$ cat config.mk
export PLATFORM = sky130hd
export DESIGN_NAME = glitch_fault_monitor
export DESIGN_NICKNAME = d
export VERILOG_FILES = /design/src/rtl/glitch_fault_monitor.sv
export SDC_FILE = /design/constraint.sdc
export NUM_CORES = 1
export LEC_CHECK = 0
export CAP_MARGIN = 20
export CORE_MARGIN = 4
export CORE_UTILIZATION = 52
export DETAILED_ROUTE_END_ITERATION = 10
export GPL_TIMING_DRIVEN = 0
export PLACE_DENSITY = 0.9
export SLEW_MARGIN = 20
export SYNTH_ARGS = -nofsm -noshare
export SYNTH_HDL_FRONTEND = slang
export SYNTH_SLANG_ARGS = --single-unit
$ cat constraint.sdc
create_clock -name clk_in1 -period 3.05 [get_ports clk_in1]
set_input_delay 0.4575 -clock clk_in1 [delete_from_list [all_inputs] [get_ports clk_in1]]
set_output_delay 0.4575 -clock clk_in1 [all_outputs]
set_load 0.02 [all_outputs]
$ cat src/rtl/glitch_fault_monitor.sv
// glitch_fault_monitor
// Checks the glitched adder pipeline result against a golden a+b computed on the
// clean clock. Each trial waits for the pipeline to settle, then samples dut_out on
// two consecutive edges. A verdict is faulty if the first sample is wrong or the two
// samples disagree. Trial/fault statistics and the first faulty value are kept.
module glitch_fault_monitor #(
  parameter int DATA_W = 4,
  parameter int SETTLE = 8,
  parameter int CNT_W  = 16
) (
  input  logic              clk_in1,
  input  logic              rst,
  input  logic              start,
  input  logic [DATA_W-1:0] a,
  input  logic [DATA_W-1:0] b,
  input  logic [DATA_W:0]   dut_out,
  input  logic              clr_counts,
  output logic              busy,
  output logic              done,
  output logic              fault,
  output logic [DATA_W:0]   expected,
  output logic [CNT_W-1:0]  trial_count,
  output logic [CNT_W-1:0]  fault_count,
  output logic [DATA_W:0]   first_fault_val,
  output logic              first_fault_vld
);

  localparam int SW = ($clog2(SETTLE) < 1) ? 1 : $clog2(SETTLE);
  localparam logic [SW-1:0]    SETTLE_LOAD = SW'(SETTLE - 1);
  localparam logic [CNT_W-1:0] CNT_MAX     = '1;

  typedef enum logic [2:0] {
    IDLE,
    SETTLE_ST,
    SAMPLE1,
    SAMPLE2,
    REPORT
  } state_t;

  state_t            state;
  logic [SW-1:0]     settle_cnt;
  logic [DATA_W-1:0] a_l;
  logic [DATA_W-1:0] b_l;
  logic [DATA_W:0]   s1;
  logic [DATA_W:0]   s2;
  logic [DATA_W:0]   exp_sum;
  logic              verdict;

  assign exp_sum = {1'b0, a_l} + {1'b0, b_l};
  assign verdict = (s1 != exp_sum) | (s1 != s2);

  // Trial sequencer: latch operands, wait out settling, double-sample, then report
  always_ff @(posedge clk_in1) begin
    if (rst) begin
      state      <= IDLE;
      settle_cnt <= '0;
      a_l        <= '0;
      b_l        <= '0;
      s1         <= '0;
      s2         <= '0;
      busy       <= 1'b0;
      done       <= 1'b0;
      fault      <= 1'b0;
      expected   <= '0;
    end else begin
      done  <= 1'b0;
      fault <= 1'b0;
      case (state)
        IDLE: begin
          if (start) begin
            a_l        <= a;
            b_l        <= b;
            settle_cnt <= SETTLE_LOAD;
            busy       <= 1'b1;
            state      <= SETTLE_ST;
          end
        end
        SETTLE_ST: begin
          if (settle_cnt == '0) begin
            state <= SAMPLE1;
          end else begin
            settle_cnt <= settle_cnt - SW'(1);
          end
        end
        SAMPLE1: begin
          s1    <= dut_out;
          state <= SAMPLE2;
        end
        SAMPLE2: begin
          s2    <= dut_out;
          state <= REPORT;
        end
        REPORT: begin
          done     <= 1'b1;
          fault    <= verdict;
          expected <= exp_sum;
          busy     <= 1'b0;
          state    <= IDLE;
        end
        default: begin
          busy  <= 1'b0;
          state <= IDLE;
        end
      endcase
    end
  end

  // Saturating statistics and first-fault capture; a clear request beats a report
  always_ff @(posedge clk_in1) begin
    if (rst || clr_counts) begin
      trial_count     <= '0;
      fault_count     <= '0;
      first_fault_val <= '0;
      first_fault_vld <= 1'b0;
    end else if (state == REPORT) begin
      if (trial_count != CNT_MAX) begin
        trial_count <= trial_count + CNT_W'(1);
      end
      if (verdict) begin
        if (fault_count != CNT_MAX) begin
          fault_count <= fault_count + CNT_W'(1);
        end
        if (!first_fault_vld) begin
          first_fault_val <= s1;
          first_fault_vld <= 1'b1;
        end
      end
    end
  end

endmodule

==> out/metrics.cfg <==
[outcome]
outcome = completed

[die]
ioPinCount = 63
rows = 28
core_area_sq_um = 5990
die_x_microns = 86.9
die_height_microns = 86.9
dieArea_sq_um = 7550
initial_core_util_pct = 54.1

[cells_and_area]
fin_area_sq_um = 4180
antenna_cells = 0
finish.utilization_pct = 69.7
layout_commonest_cell = dfxtp_1
layout_common_cells = dfxtp_1 (70), clkdlybuf4s50_1 (61), nand2_1 (42), nor2_1 (42), a21oi_1 (28)
layout-drive-gt1-share_pct = 10.0
nFillCells = 448
area_growth_syn_to_layout_pct = 29.0
nNetsFinal = 460

[routing]
ant_nets = 0
drc = 0
drt_wl_total_microns = 7620
drtIter0Drc = 165
via_count = 2903
post_drt_wl_per_cell_microns = 14.8
firstDrtPassIters = 4
viasPerCell = 5.65

[power_and_ir_drop]
switching_power_mw = 0.533
pwr-share-clk_pct = 38.2
p_int_mw = 1.55
seq_power_share_pct = 46.4
power_leakage_nw = 1.54
power_density_nw_per_um2 = 498
switching_share_pct = 25.6
totalPowerFinal_mw = 2.08
comb_power_share_pct = 15.4
ir_drop_mv = 0.437

[synth]
synthSimpleGateAreaFrac_pct = 26.2
synth_cell_type_count = 51
ys_seq_elements = 70
synthMuxAreaShare_pct = 3.09
synth_edf_count = 0
synth-xor-area-share_pct = 7.11
syn_area_per_cell_sq_um = 8.95
yosys_warnings = 0
ys_seq_area_share_pct = 43.3
synth-compound-area-share_pct = 12.8
synth_top_family_by_area = simple AND/OR/NAND/NOR gates
synthAdderAreaFrac_pct = 3.71
synth_ff_type = dfxtp_1
syn_inst = 362
syn_nets = 388
synthesis.area_sq_um = 3240
ys_async_sr_fraction_pct = 0

[clock_tree]
ctsHoldBuffers = 0
cts-root-buf = clkbuf_8
htree_levels = 3
path_clk_slew_ps = 70
cts_tree = done
cts_buffers = 9
cts_buffer_depth = 2
cts.sinks = 70
insertion_delay_ps = 340

[placed_design]
hpwlAfterDp_microns = 5570
port_buffers = 61
dpl_worst_slack_ps = 171
routabilityCongestion = 0.789
detailed_place.area_sq_um = 3940

[timing]
max_slew.worst_pin.slew_ps = 1010
rsz0062_at_grt = false
finalSetupTns_ps = 0
slew_viol_final = 0
hold_viol = 0
fmax_ghz = 0.354
setup_viol = 0
period_needed_ps = 2820
relSlewSlack_pct = 32.3
period_share_pct = 92.5
skew_ps = 6.47
setup_ws_ps = 229

[grt]
grt-busiest-layer = met2
track_usage_pct = 22.1
grt_max_degree = 12
grt_pass1_wl_microns = 13200
overflow = 0
antenna_found_initial = 0
grt_pass1_vias = 2941
grt_use_met1_pct = 26.2
gr-usage-met3_pct = 6.53
met2_usage_pct = 37.3

[setup_path]
worstSetupPathType = flip-flop to flip-flop
endpoint_kind = flip-flop
crit_fanout = 10
r2r_end = fault_count[12]
cp.required_ps = 3280
crit_end = fault_count[12]
worstPathArrival_ps = 3060
rr_worst_depth = 9
r2r_slack_ps = 230
worst_setup_path_start_kind = flip-flop
r2r_start = a_l[0]
worstSetupStartpoint = a_l[0]

[min_path]
hold_path.class = flip-flop to flip-flop

[run]
maxCapViolCount = 0

## power groups by stage
| stage | clock [mW] | combinational [mW] | sequential [mW] |
|---|---|---|---|
| final | 0.795 | 0.322 | 0.965 |
| after global routing | 0.857 | 0.357 | 0.969 |
| after CTS | 0.810 | 0.310 | 0.965 |
| after detailed placement | 0 | 0.308 | 0.985 |
| after global placement | 0 | 0.298 | 0.983 |
| after floorplan | 0 | 0.224 | 0.983 |
## layout make-up
| type | count | area, sq um | area share [%] |
|---|---|---|---|
| multi-input combinational | 270 | 1730 | 41.4 |
| sequential | 70 | 1400 | 33.5 |
| timing repair buffer | 62 | 618 | 14.8 |
| clock buffer | 13 | 179 | 4.28 |
| buffer | 17 | 103 | 2.46 |
| tap | 75 | 93.8 | 2.25 |
| clock inverter | 3 | 40.0 | 0.958 |
| inverter | 4 | 15.0 | 0.359 |
## registers in the layout (all words and copies together), names as in the netlist
name / count
fault_count: 16
trial_count: 16
expected: 5
first_fault_val: 5
s1: 5
s2: 5
a_l: 4
b_l: 4
settle_cnt: 3
state: 3
busy: 1
done: 1
fault: 1
first_fault_vld: 1
## cells in the mapped netlist (all sizes together), types with 2 or more instances
master | instances | area share, %
dfxtp | 70 | 43
nand2 | 42 | 4.9
nor2 | 42 | 4.9
a21oi | 28 | 4.3
nand4 | 19 | 3.9
nand3 | 15 | 2.5
xor2 | 12 | 3.2
o21ai | 11 | 1.7
clkbuf | 10 | 1.2
mux2i | 10 | 3.1
xnor2 | 10 | 3.2
buf | 8 | 2.1
ha | 8 | 3.1
or4 | 8 | 1.9
a211oi | 7 | 1.6
or3 | 7 | 1.4
and3 | 6 | 1.4
nor4 | 5 | 1.2
inv | 4 | 0.46
o21a | 4 | 0.93
o31a | 4 | 1.1
and4 | 3 | 0.89
nand2b | 3 | 0.58
nor3 | 3 | 0.46
o211ai | 3 | 0.70
o31ai | 3 | 0.70
a21o | 2 | 0.46
and2 | 2 | 0.46
nand3b | 2 | 0.46
nor3b | 2 | 0.62
or2 | 2 | 0.39
## what timing repair did
| action | in CTS | in global routing |
|---|---|---|
| endpoints found under the setup margin | 0 | 13 |
| setup buffers | 0 | 1 |
| endpoints found under the hold margin | 0 | 0 |
| gates resized for setup | 0 | 2 |
## metal layers
layer / vias to the layer above / wire, microns
li1: 1441 / -
met5: - / 0
met1: 1342 / 3190
met2: 103 / 3790
met3: 17 / 477
met4: 0 / 157
## critical path, stage by stage, from the launching register on
cell     delay (ps)
dfxtp_1         310
ha_1            230
fa_1            520
or3_1           390
a22oi_1         210
nand4_2         230
o41ai_4         390
buf_6           200
nor3_1           60
o21a_1          170
## worst min path at each step
stage	start	end	slack, ps	depth (start not counted)
floorplan	settle_cnt[0]	settle_cnt[0]	440	1
global placement	first_fault_val[3]	first_fault_val[3]	440	2
detailed placement	first_fault_val[2]	first_fault_val[2]	450	2
CTS	first_fault_val[2]	first_fault_val[2]	460	2
global route	first_fault_val[2]	first_fault_val[2]	480	2
finish	first_fault_val[3]	first_fault_val[3]	450	2
## metrics by stage
stage / std cells / hold slack [ps]
after global routing: 514 / 483
after global placement: 498 / 444
after CTS: 514 / 457
after floorplan: 362 / 437
after detailed placement: 498 / 447
final: 514 / 454
## cells by family (layout without fill, tap and decap cells)
kind of cell,after synthesis,in the layout
adders and majority gates,9,9
muxes,10,10
xor gates and xnor gates,23,23
AOI/OAI and AO/OA,65,65
and+or+nand+nor,163,163
DFF,70,70
buffers and inverters,22,99
No activity file was read; power rests on OpenSTA's default activity.
